[config.mk]
export PLATFORM = sky130hd
export DESIGN_NAME = grf_scoreboard
export DESIGN_NICKNAME = d
export VERILOG_FILES = /design/src/rtl/grf_scoreboard.sv
export SDC_FILE = /design/constraint.sdc
export NUM_CORES = 1
export LEC_CHECK = 0
export ABC_AREA = 1
export CORE_ASPECT_RATIO = 0.6
export CORE_MARGIN = 2
export CORE_UTILIZATION = 49
export DETAILED_ROUTE_END_ITERATION = 8
export GPL_ROUTABILITY_DRIVEN = 1
export PLACE_DENSITY = 0.66
export SLEW_MARGIN = 0
export SYNTH_ARGS = -nofsm -noshare
export SYNTH_HDL_FRONTEND = slang
export SYNTH_SLANG_ARGS = --single-unit
[constraint.sdc]
create_clock -name CLK -period 4.8 [get_ports CLK]
set_input_delay 0.96 -clock CLK [delete_from_list [all_inputs] [get_ports CLK]]
set_output_delay 0.96 -clock CLK [all_outputs]
set_load 0.02 [all_outputs]
[src/rtl/grf_scoreboard.sv]
// Register-file hazard scoreboard: per-GPR pending-write counters and the D-stage stall.
// Optional macro GRF_SCOREBOARD_STATS_EN adds a saturating stall_cycles counter output.
module grf_scoreboard #(
    parameter int CNT_W        = 2,
    parameter int MAX_INFLIGHT = 4,
    parameter int IF_W         = 3
) (
    input  logic            CLK,
    input  logic            RESET_N,
    input  logic            issue_valid,
    input  logic [4:0]      issue_rs,
    input  logic            issue_rs_used,
    input  logic [4:0]      issue_rt,
    input  logic            issue_rt_used,
    input  logic            issue_we,
    input  logic [4:0]      issue_rd,
    input  logic            wb_valid,
    input  logic [4:0]      wb_rd,
    input  logic            flush,
    output logic            stall,
    output logic            issue_fire,
    output logic [31:0]     busy_vec,
    output logic [IF_W-1:0] inflight,
`ifdef GRF_SCOREBOARD_STATS_EN
    output logic [31:0]     stall_cycles,
`endif
    output logic            err
);

    localparam logic [CNT_W-1:0] CNT_ZERO = {CNT_W{1'b0}};
    localparam logic [CNT_W-1:0] CNT_ONE  = CNT_W'(1'b1);
    localparam logic [CNT_W-1:0] CNT_MAX  = {CNT_W{1'b1}};
    localparam logic [IF_W-1:0]  IF_MAX   = IF_W'(MAX_INFLIGHT);

    logic [31:0][CNT_W-1:0] r_cnt;
    logic [31:0][CNT_W-1:0] w_cnt_nxt;
    logic [IF_W-1:0]        r_inflight;
    logic                   r_err;

    logic [CNT_W-1:0] w_wb_cnt;
    logic [CNT_W-1:0] w_rd_cnt;
    logic             w_wb_hit;
    logic             w_dec;
    logic             w_err_set;
    logic             w_inc;
    logic             w_rd_full;
    logic             w_if_full;
    logic             w_stall;

    // A source is ready when untracked, idle, or its only pending write retires now.
    function automatic logic reg_ready(input logic [4:0] r, input logic [CNT_W-1:0] c,
                                       input logic wv, input logic [4:0] wr);
        reg_ready = (r == 5'd0) || (c == CNT_ZERO) || ((c == CNT_ONE) && wv && (wr == r));
    endfunction

    assign w_wb_cnt  = r_cnt[wb_rd];
    assign w_rd_cnt  = r_cnt[issue_rd];
    assign w_wb_hit  = wb_valid && (wb_rd != 5'd0);
    assign w_dec     = w_wb_hit && (w_wb_cnt != CNT_ZERO);
    assign w_err_set = w_wb_hit && (w_wb_cnt == CNT_ZERO);
    assign w_rd_full = (w_rd_cnt == CNT_MAX) && !(wb_valid && (wb_rd == issue_rd));
    assign w_if_full = (r_inflight == IF_MAX) && !w_dec;

    // Stall evaluation: RAW on either source, or no room to record the new write.
    always_comb begin
        w_stall = 1'b0;
        if (issue_valid) begin
            w_stall = (issue_rs_used && !reg_ready(issue_rs, r_cnt[issue_rs], wb_valid, wb_rd))
                   || (issue_rt_used && !reg_ready(issue_rt, r_cnt[issue_rt], wb_valid, wb_rd))
                   || (issue_we && (issue_rd != 5'd0) && (w_rd_full || w_if_full));
        end else begin
            w_stall = 1'b0;
        end
    end

    assign stall      = w_stall;
    assign issue_fire = issue_valid && !w_stall && !flush;
    assign w_inc      = issue_fire && issue_we && (issue_rd != 5'd0);

    // Next counter values; an issue and retire on the same register cancel out.
    always_comb begin
        w_cnt_nxt = r_cnt;
        if (flush) begin
            w_cnt_nxt = '0;
        end else begin
            if (w_inc) begin
                w_cnt_nxt[issue_rd] = w_cnt_nxt[issue_rd] + CNT_ONE;
            end else begin
                w_cnt_nxt[issue_rd] = w_cnt_nxt[issue_rd];
            end
            if (w_dec) begin
                w_cnt_nxt[wb_rd] = w_cnt_nxt[wb_rd] - CNT_ONE;
            end else begin
                w_cnt_nxt[wb_rd] = w_cnt_nxt[wb_rd];
            end
        end
        w_cnt_nxt[0] = CNT_ZERO;
    end

    // Scoreboard state registers.
    always_ff @(posedge CLK or negedge RESET_N) begin
        if (!RESET_N) begin
            r_cnt      <= '0;
            r_inflight <= {IF_W{1'b0}};
            r_err      <= 1'b0;
        end else begin
            r_cnt <= w_cnt_nxt;
            if (flush) begin
                r_inflight <= {IF_W{1'b0}};
            end else begin
                r_inflight <= r_inflight + IF_W'(w_inc) - IF_W'(w_dec);
                if (w_err_set) begin
                    r_err <= 1'b1;
                end
            end
        end
    end

    // Busy bits mirror nonzero counters; r0 is never tracked.
    always_comb begin
        busy_vec = 32'h0000_0000;
        for (int i = 1; i < 32; i++) begin
            busy_vec[i] = (r_cnt[i] != CNT_ZERO);
        end
    end

    assign inflight = r_inflight;
    assign err      = r_err;

`ifdef GRF_SCOREBOARD_STATS_EN
    logic [31:0] r_stall_cycles;

    // Stalled-issue cycle counter, saturating, survives flush.
    always_ff @(posedge CLK or negedge RESET_N) begin
        if (!RESET_N) begin
            r_stall_cycles <= 32'h0000_0000;
        end else if (issue_valid && w_stall && (r_stall_cycles != 32'hFFFF_FFFF)) begin
            r_stall_cycles <= r_stall_cycles + 32'h0000_0001;
        end
    end

    assign stall_cycles = r_stall_cycles;
`endif

endmodule

After elaboration in Yosys (flattened, before gate mapping)
Index checks and enable logic that the tools add are counted.
{"block": "totals", "register_bits": 66, "in_bits": 28, "elab_cells": 148}
{"block": "classes", "add_sub_neg": 4, "order_cmp": 6, "n_eq_ne": 7, "muxes": 24, "bitwise": 1, "reduce_logical": 73}
{"operator": "$bwmux 64", "n": 4}
{"operator": "$mux 64", "n": 4}
{"operator": "$reduce_bool 2->1", "n": 32}
{"operator": "$bmux 2 s5", "n": 5}
{"operator": "$lt 5x6->1 const B", "n": 4}
{"operator": "$demux 2 s5", "n": 2}
{"operator": "$logic_and 1x1->1", "n": 20}
{"operator": "$eq 5x5->1", "n": 3}
{"operator": "$mux 2", "n": 7}
{"operator": "$ge 5x1->1 const B", "n": 2}
{"operator": "$logic_not 5->1", "n": 2}
{"operator": "$reduce_bool 5->1", "n": 2}
{"operator": "$logic_or 1x1->1", "n": 7}
{"operator": "$logic_not 1->1", "n": 6}
{"operator": "$logic_not 2->1", "n": 3}
{"operator": "$eq 2x1->1 const B", "n": 2}
{"operator": "$add 3x1->3", "n": 1}
{"operator": "$eq 3x3->1 const B", "n": 1}
{"operator": "$mux 3", "n": 1}
{"operator": "$sub 3x1->3", "n": 1}
{"operator": "$add 2x1->2 const B", "n": 1}
{"operator": "$eq 2x2->1 const B", "n": 1}
{"operator": "$reduce_and 2->1", "n": 1}
{"operator": "$sub 2x1->2 const B", "n": 1}
{"operator": "other kinds (2)", "n": 2}

Depth between registers and ports, before layout
Gate-level depths: netlist of the first run.
{"block": "depth", "ltp_word": 24, "ltp_mapped": 34, "mapped_depth_nobuf": 31}

Worst setup path after synthesis of the first run
Ideal clock, no wire load.
{"block": "synth_path", "path_kind": "input-to-reg", "startpoint": "input issue_rd[1]", "endpoint": "register r_inflight[2], in the netlist inflight[2]", "t_arrival_ns": 4.146, "required_ns": 4.668, "slack_ns": 0.522, "stages": 21, "n_path_buf": 4, "path_cell_list": "nand2_1 clkbuf_1 clkbuf_1 o221ai_1 a22o_1 a221oi_1 nand4_1 ha_1 nand2_1 nand2_1 nand2_1 nand4_2 buf_6 buf_6 ha_1 inv_1 ha_1 inv_1 fa_1 xor2_1 nor2_1"}
{"block": "synth_via", "elab_chain_len": 16, "elab_cells_between_ends": 21, "cone_classes": "add/sub (2); eq/ne (2); mux (4); reduce/logical (13)"}
{"item": "start, declared", "line": "16", "text": "input logic [4:0] issue_rd,"}
{"item": "$bmux 2 s5 / $eq 5x5->1 (equally long branches)", "line": "57, 61"}
{"item": "$mux 2 (not written as such) / $logic_and 1x1->1 (equally long branches)", "line": "57, 61"}
{"item": "$eq 2x2->1 / $logic_not 1->1 (equally long branches)", "line": "61", "text": "assign w_rd_full = (w_rd_cnt == CNT_MAX) && !(wb_valid && (wb_rd == issue_rd));"}
{"item": "$logic_and 1x1->1", "line": "61"}
{"item": "$logic_or 1x1->1", "line": "70", "text": "|| (issue_we && (issue_rd != 5'd0) && (w_rd_full || w_if_full));"}
{"item": "$logic_and 1x1->1", "line": "70"}
{"item": "$logic_or 1x1->1", "line": "70"}
{"item": "$mux 1", "line": "67", "text": "if (issue_valid) begin"}
{"item": "$logic_not 1->1", "line": "77", "text": "assign issue_fire = issue_valid && !w_stall && !flush;"}
{"item": "$logic_and 1x1->1 (2 in a row)", "line": "77"}
{"item": "$logic_and 1x1->1", "line": "78", "text": "assign w_inc = issue_fire && issue_we && (issue_rd != 5'd0);"}
{"item": "$logic_and 1x1->1 *", "line": "78"}
{"item": "$add 3x1->3 *", "line": "111", "text": "r_inflight <= r_inflight + IF_W'(w_inc) - IF_W'(w_dec);"}
{"item": "$sub 3x1->3 *", "line": "111"}
{"item": "$mux 3 *", "line": "108", "text": "if (flush) begin"}
{"item": "end signal, assigned", "line": "104", "text": "r_inflight <= {IF_W{1'b0}};"}
{"item": "end signal, assigned", "line": "109", "text": "r_inflight <= {IF_W{1'b0}};"}
{"item": "end signal, assigned", "line": "111"}
{"item": "end, declared", "line": "37", "text": "logic [IF_W-1:0] r_inflight;"}
Every way passes the cells marked *; elsewhere a longest branch is shown, timed or not. The select of a mux whose other input is x is not followed.
A chain may end at the register's enable or synchronous reset.

==> results.md, run 1 <==
- Most used DFF post-synth: dfrtp_1
- CTS HTree Levels: 3
- Endpoints failing setup: 0
- Port bufs: 64
- First-pass GRT wire length: approximately 62000 um
- Asr flop ratio synth: 1.00
- Fin nets: 1828
- Largest net degree at the start of global routing: 40
- Final slew viol count: 0
- # clock sinks: 66
- Flops & latches, synth: 66
- Number of buffers created by CTS: 9
- F_max: between 200 and 250 MHz
- Syn Area/Cell: ~5.3 sq um
- Gr usage total: 0.440
- Fin cells: approximately 2000
- Root Driver: clkbuf_16
- CP most frequent cell: nand2_1
- Post-route design area: approximately 11000 sq um
- Post-DRT Antenna Nets: 0
- 1st-iter DRT viols: around 2100
- Core area: between 15000 and 20000 sq um
- Overall power: 2.79 mW
- Synthesis warning total: 0
- Crit path kind: in2reg
- Vias in the first global route: approximately 11000
- Clock buffer depth: 2
- Post-synthesis instance area: between 8000 and 9000 sq um
- Worst slew pin tran: ~1 ns
- CTS tree: built
- Syn Inst Count: roughly 1600
- PD cells: between 200 and 250 nW/um^2
- Initial antenna violation count: 0
- ANT cells: 0
- Post-detail-place hpwl: 30900 um
- Worst-Skew Late Latency: about 0.35 ns
- RePlAce Congestion: 1.08
- Synth Net Count: 1621
- Top cell family by delay on the critical path: simple AND/OR/NAND/NOR gates
- CP Capture Type: flop
- Unique masters post-synth: between 40 and 50
- Placed inst area: ~11000 sq um
- Slowest CP cell: clkdlybuf4s50_1
- Layout cells sized above 1: 0.173
- Sequential share of the synthesized area: 0.196
- Outcome: finished, final reports clean
- Max cap viols: 0
- Rel. slew slack: 0.318
- Largest stage delay on the critical path: 0.53 ns
- EDFF count, synth: 0
- Setup TNS: 0 ns
- Die width: 173 um
- Cts hold-fix bufs: 0
- Grt total ovfl: 0
- DR vias/cell: just under 6
- Leak: between 6 and 7 nW
- Area Overhead vs Synth: 34.4%
- Fin Clk Skew: ~0.011 ns
- Worst EP arrival: 4.90 ns
- CP Max Fanout: 13
- Initial Utilization: 0.496
- WHS: around 0.5 ns
- Post-route DRC: 0
- Worst EP required: just over 5 ns
- Hold Path Class: reg2reg
- Final Hold Vio Count: 0
- Final period util: 0.965
- Avg WL per Cell: between 20 and 25 um
- Row count: 37
- Fin crit period: between 4 and 5 ns
- Clock-pin transition on the worst setup and hold timing paths: approximately 0.060 ns
- IO Pins: 66
- Worst setup SP type: input pin
- Max IR drop VDD: roughly 210 uV
- Vias: 11800
- Die height: 105 um
- Die area: ~18000 sq um
- Register-to-register setup slack: 0.84 ns
- WP buf/inv: 8
- Drt pass-1 iters: 9
- Post-Place Cells: around 2000
- Final Routed Wirelength: between 40000 and 50000 um
-- cell usage after synthesis, drive strengths merged, types with 4 or more instances --
cell,instances,area [sq um]
nand2,648,2460
inv,225,855
nor2,169,654
o21ai,127,636
a21oi,84,488
nand3,75,385
dfrtp,66,1650
buf,54,393
nand4,49,313
clkbuf,28,105
o22ai,28,175
xnor2,5,43.8
a22oi,4,30.0
o211ai,4,30.0
o221ai,4,35.0
-- cells in the final DEF, fill, tap and decap left out, types with 2 or more instances in the layout --
cell type / n
nand2_1: 631
inv_1: 211
buf_4: 182
nor2_1: 152
o21ai_0: 77
nand3_1: 73
dfrtp_1: 66
a21oi_1: 62
clkdlybuf4s50_1: 55
nand4_1: 48
o21ai_1: 44
o22ai_1: 28
a21oi_2: 22
buf_12: 19
nor2_2: 14
nand2_2: 14
clkbuf_16: 14
inv_2: 8
buf_6: 6
o21ai_2: 5
xnor2_1: 5
dlymetal6s2s_1: 5
inv_4: 4
a22oi_1: 4
o221ai_1: 4
o211ai_1: 4
nor2_4: 3
ha_1: 3
clkinv_1: 2
nor3_1: 2
o21a_1: 2
a31oi_1: 2
nand2_8: 2
clkinvlp_4: 2
clkinv_2: 2
bufinv_16: 2
dlygate4sd2_1: 2
buf_8: 2
-- worst register-to-register path: cells and delay by family, from the launching register on --
family / cells / cell delay [ns]
AND/OR/NAND/NOR: 16 / 1.48
AO/OA/AOI/OAI: 5 / 0.93
buffers and inverters: 5 / 0.81
flip-flops: 1 / 0.47
adder cells (fa/ha/maj): 1 / 0.21
-- report_power, final --
part | total [mW] | internal [mW] | switching [mW]
sequential | 0.660 | 0.600 | 0.0596
combinational | 1.37 | 0.534 | 0.838
clock | 0.762 | 0.469 | 0.293
total | 2.79 | 1.60 | 1.19
-- metal layers --
layer | track usage | part of all wire
met1 | 0.604 | 0.40
met2 | 0.641 | 0.40
met3 | 0.137 | 0.16
met4 | 0.175 | 0.046
met5 | 0 | 0
-- flip-flops by register name, indices dropped and copies added, names as in the netlist --
signal and flops:
r_cnt 62, inflight 3, err 1
-- area by class of cell --
type / count / area (sq um)
fill: 1640 / 5650
multi-input combinational: 1214 / 5550
timing repair buffer: 278 / 2610
sequential: 66 / 1650
inverter: 227 / 871
tap: 234 / 293
clock buffer: 11 / 243
clock inverter: 5 / 77.6
-- timing repair --
item / CTS / global route
setup buffers: 0 / 10
resized for setup: 7 / 74
pin swaps: 0 / 13
gates cloned: 0 / 5
endpoints found under the setup margin: 64 / 65
-- cell families after synthesis --
kind of cell	synth area share
AND/OR/NAND/NOR	0.455
buffers and inverters	0.162
AO/OA/AOI/OAI	0.173
flip-flops	0.196
XOR/XNOR	0.00625
adder cells (fa/ha/maj)	0.00685
other	0.000446
-- stage by stage --
| stage | setup WS [ns] | util |
|---|---|---|
| 6_report | 0.168 | 0.667 |
| 3_5_place_dp | -0.552 | 0.620 |
| 4_1_cts | 0.0164 | 0.639 |
| 5_1_grt | -0.0270 | 0.667 |
| 3_3_place_gp | -0.539 | 0.620 |
| 2_1_floorplan | 0.522 | - |
-- path summary, 6_finish.rpt --
| kind | from | endpoint | cells after the start |
|---|---|---|---|
| hold / removal | err | err | 1 |
| min in group asynchronous | RESET_N | inflight[0] | 1 |
| max in group asynchronous | RESET_N | r_cnt[32] | 2 |
| hold reg to reg | err | err | 1 |
| setup reg to reg | r_cnt[49] | r_cnt[35] | 27 |
| setup / recovery | wb_rd[2] | r_cnt[35] | 30 |
Power figures use the tool's default switching activity.
==> inputs of run 2 (changes only) <==
RECOVER_POWER = 50   (was unset)
SKIP_CTS_REPAIR_TIMING = 1   (was unset)
==> run 2 against run 1 <==
Compared with the run above: cell count unchanged; fmax down 0.73%; first-iteration DRC count down 3.7%; the flow now finishes with violations (max-capacitance violations, max-slew violations); critical endpoint is now r_cnt[59]; sequential share of layout area about the same; clock power up 1%.
==> results.md, run 2 (synthesized netlist as in run 1, its figures left out) <==
- CP Max Fanout: 13
- Final Hold Vio Count: 0
- CTS tree: built
- Post-detail-place hpwl: ~31000 um
- CTS HTree Levels: 3
- First-pass GRT wire length: about 62000 um
- Final period util: 0.972
- Failing checks: max-capacitance violations, max-slew violations
- Area Overhead vs Synth: 34.5%
- Worst slew pin tran: 2.52 ns
- Die area: ~18000 sq um
- 1st-iter DRT viols: roughly 2000
- Largest stage delay on the critical path: roughly 0.53 ns
- Clock-pin transition on the worst setup and hold timing paths: roughly 0.07 ns
- RePlAce Congestion: between 1 and 1.5
- Core area: ~17000 sq um
- Most common cell after layout, fill and taps aside: nand2_1
- Max IR drop VDD: 212 uV
- Avg WL per Cell: 20.5 um
- Final Routed Wirelength: between 40000 and 50000 um
- Placed inst area: about 11000 sq um
- Drt pass-1 iters: 6
- Reg with most FFs: r_cnt
- Root Driver: clkbuf_16
- F_max: approximately 210 MHz
- Fin cells: ~2000
- Worst EP arrival: about 5.0 ns
- Grt total ovfl: 0
- Setup TNS: 0 ns
- Post-route design area: 11300 sq um
- Post-DRT Antenna Nets: 0
- Initial Utilization: 0.496
- Register-to-register setup slack: 0.82 ns
- Die height: 105 um
- CP most frequent cell: nand2_1
- IO Pins: 66
- Max reg flops: a little over 60
- Hold Path Class: reg2reg
- Layout cells sized above 1: 0.172
- CP Capture Type: flop
- Commonest non-fill, non-tap cells in the layout: nand2_1, inv_1, buf_4
- Fin Clk Skew: 0.00991 ns
- Dpl ws: -0.552 ns
- Clock buffer depth: 2
- CP startpoint: wb_rd[2]
- Gr usage total: 0.440
- Worst-Skew Late Latency: about 0.35 ns
- DR vias/cell: slightly below 6
- Leak: roughly 6.3 nW
- Largest net degree at the start of global routing: 40
- Fin nets: around 1800
- Final WS setup: roughly 0.13 ns
- Post-route DRC: 0
- Fin crit period: 4.67 ns
- Slowest CP cell: clkdlybuf4s50_1
- Row count: 37
- Worst setup SP type: input pin
- Worst r2r src: r_cnt[49]
- Vias in the first global route: 10700
- Post-Place Cells: 2004
- Endpoints failing setup: 0
- Final slew viol count: 69
- Rel. slew slack: -0.681
- Worst Setup EP: r_cnt[59]
- ANT cells: 0
- Worst EP required: roughly 5.1 ns
- Critical R2R Capture: r_cnt[59]
- Die width: roughly 170 um
- Vias: 11800
- # clock sinks: 66
- Crit path kind: in2reg
- Max cap viols: 2
- Reg2Reg Depth: 27
- Port bufs: 64
- Number of buffers created by CTS: 9
- HP Start: err
- Outcome: finished with violations
- Initial antenna violation count: 0
- PD cells: 247 nW/um^2
==> run 2: changes by cell type in the layout (fill, tap and decap cells not counted) <==
cell / before / now
nand2_1: 631 / 630
nand2_2: 14 / 15
clkdlybuf4s50_1: 55 / 39
clkbuf_1: 1 / 3
buf_2: 1 / 0
dlygate4sd2_1: 2 / 0
dlymetal6s2s_1: 5 / 8
buf_4: 182 / 181
dlygate4sd3_1: 0 / 16
clkbuf_2: 1 / 0
==> run 2: report_power, final <==
part | total, mW | leakage [nW] | switching [mW] | internal (mW)
Combinational | 1.37 | 5.26 | 0.838 | 0.527
Clock | 0.771 | 0.156 | 0.302 | 0.469
Sequential | 0.659 | 0.895 | 0.0584 | 0.600
Total | 2.80 | 6.31 | 1.20 | 1.60
==> run 2: how the worst min path moves through the flow <==
| stage | end | slack [ns] | cells past startpoint |
|---|---|---|---|
| 2_1_floorplan | err | 0.59 | 1 |
| 3_3_place_gp | err | 0.47 | 1 |
| 5_1_grt | err | 0.52 | 1 |
| 3_5_place_dp | err | 0.49 | 1 |
| 4_1_cts | err | 0.50 | 1 |
| 6_report | err | 0.50 | 1 |
==> run 2: per-layer routing <==
metal,vias to the layer above,global-route usage,routed length [um]
met5,-,0,0
met2,959,0.637,16400
li1,5403,-,-
met1,5295,0.602,16400
met4,0,0.185,1970
met3,188,0.139,6840
==> run 2: layout make-up <==
| cell class | count | area, sq um |
|---|---|---|
| fill | 1642 | 5630 |
| clock inverter | 5 | 77.6 |
| inverter | 227 | 871 |
| sequential | 66 | 1650 |
| timing repair buffer | 278 | 2620 |
| tap | 234 | 293 |
| multi-input combinational | 1214 | 5550 |
| clock buffer | 11 | 243 |
==> run 2: metrics by stage <==
stage | total power [mW] | hold slack (ns) | util
after floorplan | 1.32 | 0.592 | -
after global placement | 1.90 | 0.471 | 0.620
after detailed placement | 1.90 | 0.486 | 0.620
after CTS | 2.66 | 0.501 | 0.639
after global routing | 2.89 | 0.522 | 0.667
final | 2.80 | 0.497 | 0.667
==> run 2: worst max-delay path: cells and delay by family <==
kind            cells  cell delay [ns]
simple gates       21             2.08
buf+inv             8             1.76
compound gates      1             0.14
